[config.mk]
export PLATFORM = sky130hd
export DESIGN_NAME = pipe_addsub
export DESIGN_NICKNAME = d
export VERILOG_FILES = /design/src/rtl/pipe_addsub_pkg.sv /design/src/rtl/addsub_slice.sv /design/src/rtl/pipe_addsub.sv
export SDC_FILE = /design/constraint.sdc
export NUM_CORES = 1
export LEC_CHECK = 0
export BUFFER_PORTS_ARGS = -buffer_cell sky130_fd_sc_hd__buf_2
export CAP_MARGIN = 20
export CORE_MARGIN = 2
export CORE_UTILIZATION = 50
export DETAILED_ROUTE_END_ITERATION = 8
export GPL_ROUTABILITY_DRIVEN = 0
export HOLD_SLACK_MARGIN = 0.02
export MAX_ROUTING_LAYER = met4
export PLACE_DENSITY = 0.84
export RECOVER_POWER = 25
export REMOVE_ABC_BUFFERS = 1
export SETUP_SLACK_MARGIN = 0.4
export SYNTH_ARGS = -nofsm -noshare
export SYNTH_HDL_FRONTEND = slang
export SYNTH_SLANG_ARGS = --single-unit
[constraint.sdc]
create_clock -name clk -period 9.34 [get_ports clk]
set_input_delay 1.401 -clock clk [delete_from_list [all_inputs] [get_ports clk]]
set_output_delay 1.401 -clock clk [all_outputs]
set_load 0.05 [all_outputs]
[src/rtl/pipe_addsub_pkg.sv]
// pipe_addsub_pkg
//   Shared declarations for the pipelined adder/subtractor:
//   - flags_t      : registered result flags (carry, overflow, zero, negative)
//   - STAGES_MIN/MAX: supported range of the STAGES parameter
//   - slice_width(): width of the slice each pipeline stage adds
package pipe_addsub_pkg;

    localparam int STAGES_MIN = 1;
    localparam int STAGES_MAX = 8;

    typedef struct packed {
        logic carry;
        logic overflow;
        logic zero;
        logic negative;
    } flags_t;

    function automatic int slice_width(input int width, input int stages);
        return width / stages;
    endfunction

endpackage

[src/rtl/addsub_slice.sv]
// addsub_slice
//   One SW-bit ripple slice: {cout, sum} = a + b + cin.
//   Ports:
//     a, b  [SW-1:0]  slice operands (b already conditionally inverted)
//     cin             carry into the slice
//     sum   [SW-1:0]  slice sum
//     cout            carry out of the slice
module addsub_slice #(
    parameter int SW = 16
) (
    input  logic [SW-1:0] a,
    input  logic [SW-1:0] b,
    input  logic          cin,
    output logic [SW-1:0] sum,
    output logic          cout
);

    logic [SW:0] w_full;

    assign w_full = {1'b0, a} + {1'b0, b} + {{SW{1'b0}}, cin};
    assign sum    = w_full[SW-1:0];
    assign cout   = w_full[SW];

endmodule

[src/rtl/pipe_addsub.sv]
// pipe_addsub
//   Pipelined WIDTH-bit add/subtract. Stage k adds operand slice k
//   (WIDTH/STAGES bits); the slice carry is registered and consumed by the
//   next stage, so the critical path is one slice adder per stage.
//   Result = A + (sub ? ~B : B) + sub, with carry (no-borrow on subtract),
//   signed overflow, zero and negative flags registered in the last stage.
//   Ports:
//     clk, rst                 clock, synchronous active-high reset
//     in_valid/in_ready        operand handshake; a, b, sub operands
//     out_valid/out_ready      result handshake
//     y, carry, overflow, zero, negative   result and flags
//
// Handshake: a beat moves in when in_valid && in_ready and out when
// out_valid && out_ready. All stages share one enable
// en = ~out_valid | out_ready; in_ready = en (forced low in reset). Outputs
// depend on registers only, so they hold steady while out_ready is low.
module pipe_addsub
    import pipe_addsub_pkg::*;
#(
    parameter int WIDTH  = 32,
    parameter int STAGES = 2
) (
    input  logic             clk,
    input  logic             rst,
    input  logic             in_valid,
    output logic             in_ready,
    input  logic [WIDTH-1:0] a,
    input  logic [WIDTH-1:0] b,
    input  logic             sub,
    output logic             out_valid,
    input  logic             out_ready,
    output logic [WIDTH-1:0] y,
    output logic             carry,
    output logic             overflow,
    output logic             zero,
    output logic             negative
);

    localparam int SW = slice_width(WIDTH, STAGES);

    logic w_en;
    logic r_out_valid;

    assign w_en     = ~r_out_valid | out_ready;
    assign in_ready = w_en & ~rst;

    // Intermediate stages 0 .. STAGES-2. Each keeps the low result bits
    // summed so far plus only the operand bits not yet consumed.
    for (genvar k = 0; k < STAGES - 1; k++) begin : g_st
        localparam int DW = (k + 1) * SW;  // result bits complete after this stage
        localparam int UW = WIDTH - DW;    // operand bits still to be added

        logic [SW-1:0] w_a_sl, w_b_raw, w_b_eff, w_sum_sl;
        logic          w_sub, w_cin, w_vin, w_cout;
        logic [DW-1:0] w_sum_next;
        logic [UW-1:0] w_a_rest, w_b_rest;

        logic          r_valid, r_sub, r_cout;
        logic [DW-1:0] r_sum;
        logic [UW-1:0] r_a_up, r_b_up;

        if (k == 0) begin : g_src
            assign w_a_sl     = a[SW-1:0];
            assign w_b_raw    = b[SW-1:0];
            assign w_a_rest   = a[WIDTH-1:SW];
            assign w_b_rest   = b[WIDTH-1:SW];
            assign w_sub      = sub;
            assign w_cin      = sub;      // the +1 of two's-complement negate
            assign w_vin      = in_valid;
            assign w_sum_next = w_sum_sl;
        end else begin : g_src
            assign w_a_sl     = g_st[k-1].r_a_up[SW-1:0];
            assign w_b_raw    = g_st[k-1].r_b_up[SW-1:0];
            assign w_a_rest   = g_st[k-1].r_a_up[UW+SW-1:SW];
            assign w_b_rest   = g_st[k-1].r_b_up[UW+SW-1:SW];
            assign w_sub      = g_st[k-1].r_sub;
            assign w_cin      = g_st[k-1].r_cout;
            assign w_vin      = g_st[k-1].r_valid;
            assign w_sum_next = {w_sum_sl, g_st[k-1].r_sum};
        end

        assign w_b_eff = w_sub ? ~w_b_raw : w_b_raw;

        addsub_slice #(.SW(SW)) u_slice (
            .a    (w_a_sl),
            .b    (w_b_eff),
            .cin  (w_cin),
            .sum  (w_sum_sl),
            .cout (w_cout)
        );

        always_ff @(posedge clk) begin
            if (rst) begin
                r_valid <= 1'b0;
                r_sub   <= 1'b0;
                r_cout  <= 1'b0;
                r_sum   <= '0;
                r_a_up  <= '0;
                r_b_up  <= '0;
            end else if (w_en) begin
                // Bubbles advance as invalid stages; data is don't-care then.
                r_valid <= w_vin;
                r_sub   <= w_sub;
                r_cout  <= w_cout;
                r_sum   <= w_sum_next;
                r_a_up  <= w_a_rest;
                r_b_up  <= w_b_rest;
            end
        end
    end

    // Final stage: top slice, full result and flags.
    logic [SW-1:0]    w_fa, w_fb_raw, w_fb_eff, w_fsum;
    logic             w_fsub, w_fcin, w_fvin, w_fcout;
    logic [WIDTH-1:0] w_y_next;
    flags_t           w_flags_next;

    logic [WIDTH-1:0] r_y;
    flags_t           r_flags;

    if (STAGES == 1) begin : g_last_src
        assign w_fa     = a;
        assign w_fb_raw = b;
        assign w_fsub   = sub;
        assign w_fcin   = sub;
        assign w_fvin   = in_valid;
        assign w_y_next = w_fsum;
    end else begin : g_last_src
        assign w_fa     = g_st[STAGES-2].r_a_up;
        assign w_fb_raw = g_st[STAGES-2].r_b_up;
        assign w_fsub   = g_st[STAGES-2].r_sub;
        assign w_fcin   = g_st[STAGES-2].r_cout;
        assign w_fvin   = g_st[STAGES-2].r_valid;
        assign w_y_next = {w_fsum, g_st[STAGES-2].r_sum};
    end

    assign w_fb_eff = w_fsub ? ~w_fb_raw : w_fb_raw;

    addsub_slice #(.SW(SW)) u_slice_last (
        .a    (w_fa),
        .b    (w_fb_eff),
        .cin  (w_fcin),
        .sum  (w_fsum),
        .cout (w_fcout)
    );

    always_comb begin
        w_flags_next          = '0;
        w_flags_next.carry    = w_fcout;
        // Signed overflow: operand signs agree but the result sign differs.
        w_flags_next.overflow = (w_fa[SW-1] == w_fb_eff[SW-1]) &&
                                (w_fsum[SW-1] != w_fa[SW-1]);
        w_flags_next.zero     = (w_y_next == '0);
        w_flags_next.negative = w_fsum[SW-1];
    end

    always_ff @(posedge clk) begin
        if (rst) begin
            r_out_valid <= 1'b0;
            r_y         <= '0;
            r_flags     <= '0;
        end else if (w_en) begin
            r_out_valid <= w_fvin;
            // Idle outputs read as all-zero rather than bubble garbage.
            r_y         <= w_fvin ? w_y_next : '0;
            r_flags     <= w_fvin ? w_flags_next : '0;
        end
    end

    assign out_valid = r_out_valid;
    assign y         = r_y;
    assign carry     = r_flags.carry;
    assign overflow  = r_flags.overflow;
    assign zero      = r_flags.zero;
    assign negative  = r_flags.negative;

endmodule

# [Word level (Yosys, flattened, before mapping)]
# Cells that the tools add are included.
[op_classes] add_sub_neg=4 n_mul=0 n_div=0 magnitude_cmp=0 eq_ne=2 n_shift=0 muxes=4 bitwise=6 reduce_logical=2
[op_table] op="$add A16 B16 Y17" count=2
[op_table] op="$add A17 B1 Y17" count=2
[op_table] op="$logic_not A32 Y1" count=1
[op_table] op="$mux W16" count=2
[op_table] op="$mux W32" count=1
[op_table] op="$not A16 Y16" count=2
[op_table] op="$mux W4" count=1
[op_table] op="$not A1 Y1" count=2
[op_table] op="$and A1 B1 Y1" count=1
[op_table] op="$eq A1 B1 Y1" count=1
[op_table] op="$logic_and A1 B1 Y1" count=1
[op_table] op="$ne A1 B1 Y1" count=1
[op_table] op="$or A1 B1 Y1" count=1
[totals] ff_bits=88 latch_bits=0 ram_bits=0 rom_bits=0 input_bits=69 output_inout_bits=38 word_cells=30 memories=0

# [Longest topological paths before layout]
# Gate-level depths: netlist of the first run.
[depth] ltp_word=7 mapped_depth=13 mapped_depth_nobuf=11

# [Cells and area by module]
# A second synthesis of the first run with hierarchy kept.
[hier_totals] cells_unflattened=613 hier_area_um2=4890.9
[by_module_without_submodules] module="pipe_addsub" n_inst=1 cells_per_inst=432 area_each_um2=3409.5 seq_area_each_um2=1741.7
[by_module_without_submodules] module="addsub_slice (u_slice_last)" n_inst=1 cells_per_inst=92 area_each_um2=748.2 seq_area_each_um2=0.0
[by_module_without_submodules] module="addsub_slice (g_st[0].u_slice)" n_inst=1 cells_per_inst=89 area_each_um2=733.2 seq_area_each_um2=0.0

# [Least setup slack after synthesis of the first run]
# OpenSTA, ideal clock, no wires.
[synth_timing] kind="input to register" from="input port sub" to="register g_st[0].r_cout" setup_time_ns=0.139 arrival_time_ns=3.773 required_ns=9.201 path_slack_ns=5.428 path_stages=10 path_buffers=1 cell_sequence="buf_6 -> mux2_2 -> fa_1 -> a21o_1 -> a21o_1 -> a2111oi_2 -> o31a_1 -> o211ai_1 -> a2111oi_0 -> a2111oi_0"
[synth_between] elab_chain_cells=3
[synth_lines] element="start: declaration" line_no="pipe_addsub.sv:29" source="input logic sub,"
[synth_lines] element="$mux W16" line_no="pipe_addsub.sv:82" source="assign w_b_eff = w_sub ? ~w_b_raw : w_b_raw;"
[synth_lines] element="$add A16 B16 Y17" line_no="addsub_slice.sv:20" source="assign w_full = {1'b0, a} + {1'b0, b} + {{SW{1'b0}}, cin};"
[synth_lines] element="$add A17 B1 Y17 *" line_no="addsub_slice.sv:20"
[synth_lines] element="end signal: assignment" line_no="pipe_addsub.sv:104" source="r_cout <= w_cout;"
[synth_lines] element="end: declaration" line_no="pipe_addsub.sv:58" source="logic r_valid, r_sub, r_cout;"
# Every way passes the cells marked *; elsewhere a longest branch is shown, timed or not.
# A chain may end at the register's enable or synchronous reset.

# [Worst setup path after layout of the first run]
[layout_timing] from="input port out_ready" to="output port in_ready"
[layout_between] elab_chain_cells=2
[layout_lines] element="start: declaration" line_no="pipe_addsub.sv:31" source="input logic out_ready,"
[layout_lines] element="$or A1 B1 Y1" line_no="pipe_addsub.sv:44" source="assign w_en = ~r_out_valid | out_ready;"
[layout_lines] element="$and A1 B1 Y1" line_no="pipe_addsub.sv:45" source="assign in_ready = w_en & ~rst;"
[layout_lines] element="end: declaration" line_no="pipe_addsub.sv:26" source="output logic in_ready,"
# Every way passes these cells.

==> results.yml, run 1 <==
clock_network:
  cts-root-buf: "clkbuf_8"
  cts_resized: 0
  cts_buffer_depth: 2
  tritoncts: "built"
  cts_setup_buffers: 0
  htree_levels: 3
  cts_made_buffers: 9
  numClockSinks: 87
  clock_latency_ps: 360
  holdBufCountCts: 0
  clk_pin_slew_ps: 90
yosys:
  yosys-top-cells-count: "132 x nand2_1, 87 x dfxtp_1, 78 x a21oi_1"
  ys.warnings.count: 0
  synth_ff_type: "dfxtp_1"
  synth_area_leaders: "dfxtp_1 36%, nand2_1 10%, a21oi_1 8.0%, ha_1 7.7%, xor2_1 7.6%"
  syn_avg_cell_area_um2: 8.00
  ys_async_sr_fraction_pct: 0
  ys_ff_latch: 87
  syn_inst: 607
  syn_area_um2: 4860
  synth_top_cell_by_area: "dfxtp_1"
  synth.top_cell.area_share_pct: 35.9
  yosysMostFrequentCell: "nand2_1"
  ys_seq_area_share_pct: 35.9
  synth_cell_type_count: 60
  synth_edf_count: 0
run_status:
  violations: "max-capacitance violations, max-slew violations"
  status: "complete, but fails checks"
placed_design:
  postPlaceCellArea_um2: 5430
  place_hpwl_um: 8560
  portBuffers: 106
setup_path:
  r2r_cells: 9
  cpMostUsedCell: "clkbuf_1"
  endpoint: "in_ready"
  worst_setup_path_end_kind: "output port"
  startpoint: "out_ready"
  cp_cell_sequence: "clkbuf_1, nor2b_4, clkbuf_1, nor2_1, buf_2"
  cp_slowest_cell: "clkbuf_1"
  arrival_ps: 4700
  r2r-end: "zero"
  rrSetupSlack_ps: 5170
  worstPathMaxFanout: 83
  cp-start-kind: "input pin"
  r2r_start: "out_valid"
  cp.required_ps: 7940
  crit_path_max_incr_delay_ps: 2330
  crit_type: "input pin to output port"
sta:
  min_period_ps: 6100
  relSlewSlack_pct: -121
  worst_hold_slack_ps: 458
  maxSlewViolCount: 158
  setup_viol: 0
  max_freq_mhz: 164
  hold_viol_final: 0
  clock-skew-final_ps: 11.0
  period_share_pct: 65.4
  fin_setup_tns_ps: 0
  rsz0062_at_grt: "no"
  tightest_slew_ps: 3310
power_and_ir_drop:
  switching_power_mw: 0.324
  power.internal_mw: 0.616
  seqPwrFrac_pct: 44.8
  peakVddDrop_mv: 0.0694
  power.leakage_nw: 2.50
  pwr-share-comb_pct: 29.7
  p_per_area_nw_per_um2: 168
  clkPwrFrac_pct: 25.5
  swShare_pct: 34.5
cells_and_area:
  drive_gt1_share_pct: 19.7
  diodes: 0
  final_core_util_pct: 60.1
  syn_to_final_growth_pct: 15.4
  fin_area_um2: 5600
  nFillCells: 852
  multi_input_area_um2: 2940
  regArea_um2: 1740
  final_nets: 794
global_routing:
  antenna_found_initial: 0
  grt_pass1_vias: 4484
  grt_max_degree: 86
  grtUsageTotal_pct: 23.5
  grt_pass1_wl_um: 19500
  grt_overflow_total: 0
route:
  drt_iter0_drc: 221
  antenna_left: 0
  vias_per_cell: 5.50
  drc: 0
  wl_um: 11700
  wl_per_cell_um: 14.1
  num_vias: 4534
  dr.pass1.iters: 5
floorplanning:
  die_h_um: 103
  die_w_um: 103
  dieArea_um2: 10500
  fp.coreArea_um2: 9330
  io_pins: 107
  initial_core_util_pct: 52.1
  rows: 35
min_path:
  hold_class: "flop to flop"
run:
  max-cap-violations: 2
[kinds of logic after synthesis]
group	after synthesis	share of synthesized area, %
AND/OR/NAND/NOR	233	20.8
AO/OA/AOI/OAI	155	20.6
adder cells (fa/ha/maj)	33	8.96
multiplexers	1	0.232
flip-flops	87	35.9
XOR/XNOR	54	9.74
buffers and inverters	44	3.81
[worst min path at each step]
stage	from	slack, ps	to	cells past startpoint
floorplan	g_st[0].r_a_up[0]	430	g_st[0].r_a_up[0]	2
global placement	y[10]	440	y[10]	2
detailed placement	y[10]	440	y[10]	2
CTS	y[10]	450	y[10]	2
global route	y[10]	480	y[10]	2
finish	y[4]	460	y[4]	2
[final cells by class]
class                   instances  share of cell area (%)
inverters                       8                   0.536
repair buffers                110                    9.85
clock buffers                  10                    2.46
multi-input cells             476                    52.5
clock inverters                 5                   0.715
well taps                     129                    2.88
flip-flops and latches         87                    31.1
[state kept, by name (all words and copies together), names as in the netlist]
signal,count
overflow,1
g_st.r_sub,1
g_st.r_sum,16
g_st.r_b_up,16
out_valid,1
g_st.r_a_up,16
zero,1
g_st.r_valid,1
g_st.r_cout,1
carry,1
y,32
[placed cells by master (no fill, tap or decap), drive strengths merged, types with 3 or more instances in the layout]
cell / count
nand2: 132
buf: 107
dfxtp: 87
a21oi: 79
xor2: 42
nor2: 38
ha: 30
nand3: 25
clkbuf: 13
xnor2: 12
nor3: 10
inv: 10
o21ai: 10
a21o: 9
a211oi: 9
o211ai: 8
nor4: 8
nor2b: 7
o31ai: 6
a22oi: 5
o21a: 4
a2111oi: 4
fa: 3
clkinvlp: 3
and3: 3
[stage by stage]
stage / total power [mW] / std cells / setup WS (ps)
after floorplan: 0.629 / 571 / 2890
after global routing: 0.995 / 825 / 2870
final: 0.940 / 825 / 3240
after detailed placement: 0.705 / 810 / 4890
after CTS: 0.942 / 825 / 5230
after global placement: 0.694 / 810 / 5080
[worst max-delay path: cells and delay by family]
| family | cells | cell delay (ps) |
|---|---|---|
| buf+inv | 3 | 2820 |
| simple gates | 2 | 440 |
[routing by layer]
| layer | share of wire [%] | GRT usage, % | vias to the layer above |
|---|---|---|---|
| met5 | 0 | - | - |
| met4 | 1.3 | 7.69 | 0 |
| met3 | 6.5 | 4.07 | 13 |
| met2 | 51 | 41.7 | 126 |
| met1 | 41 | 26.8 | 2112 |
| li1 | - | - | 2283 |
[power groups by stage]
| stage | sequential [mW] | combinational [mW] | clock (mW) |
|---|---|---|---|
| global placement | 0.429 | 0.266 | 0 |
| CTS | 0.421 | 0.277 | 0.244 |
| finish | 0.422 | 0.279 | 0.240 |
| detailed placement | 0.430 | 0.275 | 0 |
| floorplan | 0.448 | 0.181 | 0 |
| global route | 0.426 | 0.309 | 0.261 |
Note: power is estimated with default switching activity, not from simulation.
==> run 2, diff against run 1 <==
==> constraint.sdc (replaced) <==
create_clock -name clk -period 6.1 [get_ports clk]
set_input_delay 0.915 -clock clk [delete_from_list [all_inputs] [get_ports clk]]
set_output_delay 0.915 -clock clk [all_outputs]
set_load 0.05 [all_outputs]
==> run 2 against run 1 <==
The flow still finishes with violations (max-capacitance violations, max-slew violations). Non-clock buffer count unchanged. First-iteration DRC count up 3.6%. Sequential share of layout area down 0.23 points. Total power up 63%. Flip-flop and latch count unchanged. Cell count up 0.12%. Register-to-register slack worse by 3000 ps. Critical endpoint is now y[28]. Largest cell class unchanged. Highest routed layer unchanged.
==> results.yml, run 2 (synthesized netlist as in run 1, its figures left out) <==
route:
  drc: 0
  num_vias: 4610
  antenna_left: 0
  wl_per_cell_um: 14.5
  drt_iter0_drc: 229
  wl_um: 12000
  vias_per_cell: 5.58
  dr.pass1.iters: 5
global_routing:
  grtUsageTotal_pct: 23.9
  grt_overflow_total: 0
  grt_pass1_wl_um: 19500
  antenna_found_initial: 0
  grt_pass1_vias: 4350
  grt_max_degree: 86
floorplanning:
  die_h_um: 103
  die_w_um: 103
  dieArea_um2: 10500
  io_pins: 107
  fp.coreArea_um2: 9330
  initial_core_util_pct: 52.1
  rows: 35
power_and_ir_drop:
  p_per_area_nw_per_um2: 271
  power.leakage_nw: 2.53
  peakVddDrop_mv: 0.117
clock_network:
  cts_setup_buffers: 0
  clock_latency_ps: 360
  cts_buffer_depth: 2
  clk_pin_slew_ps: 90
  tritoncts: "built"
  cts-root-buf: "clkbuf_8"
  holdBufCountCts: 0
  cts_resized: 0
  cts_made_buffers: 9
  numClockSinks: 87
  htree_levels: 3
sta:
  clock-skew-final_ps: 7.92
  relSlewSlack_pct: -125
  period_share_pct: 69.2
  tightest_slew_ps: 3370
  maxSlewViolCount: 157
  max_freq_mhz: 237
  min_period_ps: 4220
  worst_hold_slack_ps: 457
  setup_viol: 0
  rsz0062_at_grt: "no"
  worst_slack_ps: 1880
  hold_viol_final: 0
  fin_setup_tns_ps: 0
cells_and_area:
  final_common_cell: "nand2_1"
  final_nets: 794
  diodes: 0
  largest_reg_flops: 32
  drive_gt1_share_pct: 19.7
  final_core_util_pct: 60.5
  syn_to_final_growth_pct: 16.2
  final_cell_mix: "132 x nand2_1, 105 x buf_2, 87 x dfxtp_1"
  fin_area_um2: 5650
run:
  max-cap-violations: 2
placed_design:
  place_hpwl_um: 8700
  dpl_worst_slack_ps: 2230
  postPlaceCellArea_um2: 5430
  portBuffers: 106
setup_path:
  cp.required_ps: 6390
  cpMostUsedCell: "clkbuf_1"
  cp_cell_sequence: "clkbuf_1, nand2b_2, clkbuf_1, nand2_1, nor3_1, a21oi_1, nor2_1"
  worstPathMaxFanout: 73
  path_buf_inv: 2
  crit_family: "buffers and inverters"
  crit_path_max_incr_delay_ps: 2070
  arrival_ps: 4510
  cp-start-kind: "input pin"
  worst_setup_path_end_kind: "flop"
  crit_type: "input pin to flop"
  cp_slowest_cell: "clkbuf_1"
min_path:
  hold_class: "flop to flop"
run_status:
  violations: "max-capacitance violations, max-slew violations"
  status: "complete, but fails checks"
-- run 2: worst paths after layout --
check / from / endpoint / slack (ps) / cells past startpoint
worst max-delay path: out_ready / y[28] / 1880 / 7
worst min-delay path: y[5] / y[5] / 460 / 2
worst max register to register: g_st[0].r_sub / zero / 2170 / 11
worst min register to register: y[5] / y[5] / 460 / 2
-- run 2: tightest hold or removal path, stage by stage (launching register included) --
cell and delay (ps):
dfxtp_1 320, nand2_1 50, a21oi_1 50
-- run 2: layout make-up --
cell class / instances / area, µm²
repair buffers: 110 / 552
clock buffers: 10 / 138
multi-input cells: 476 / 2930
clock inverters: 6 / 90.1
flip-flops and latches: 87 / 1740
fillers: 836 / 3680
inverters: 8 / 30.0
well taps: 129 / 161
-- run 2: metal layers --
metal	share of wire, %	track usage (%)
met2	50	41.4
met5	0	-
met4	2.1	9.23
met3	6.8	4.20
met1	41	27.4
-- run 2: through the flow --
step / total power, mW / instances
3_5_place_dp: 1.08 / 810
4_1_cts: 1.53 / 826
3_3_place_gp: 1.07 / 810
6_report: 1.53 / 826
5_1_grt: 1.61 / 826
2_1_floorplan: 0.964 / 571
-- run 2: where the power goes --
| group | leakage, nW | switching [mW] | total [mW] | internal (mW) |
|---|---|---|---|---|
| clock network | 0.113 | 0.209 | 0.453 | 0.244 |
| registers | 0.716 | 0.0340 | 0.646 | 0.612 |
| logic | 1.70 | 0.260 | 0.432 | 0.171 |
| total | 2.53 | 0.504 | 1.53 | 1.03 |
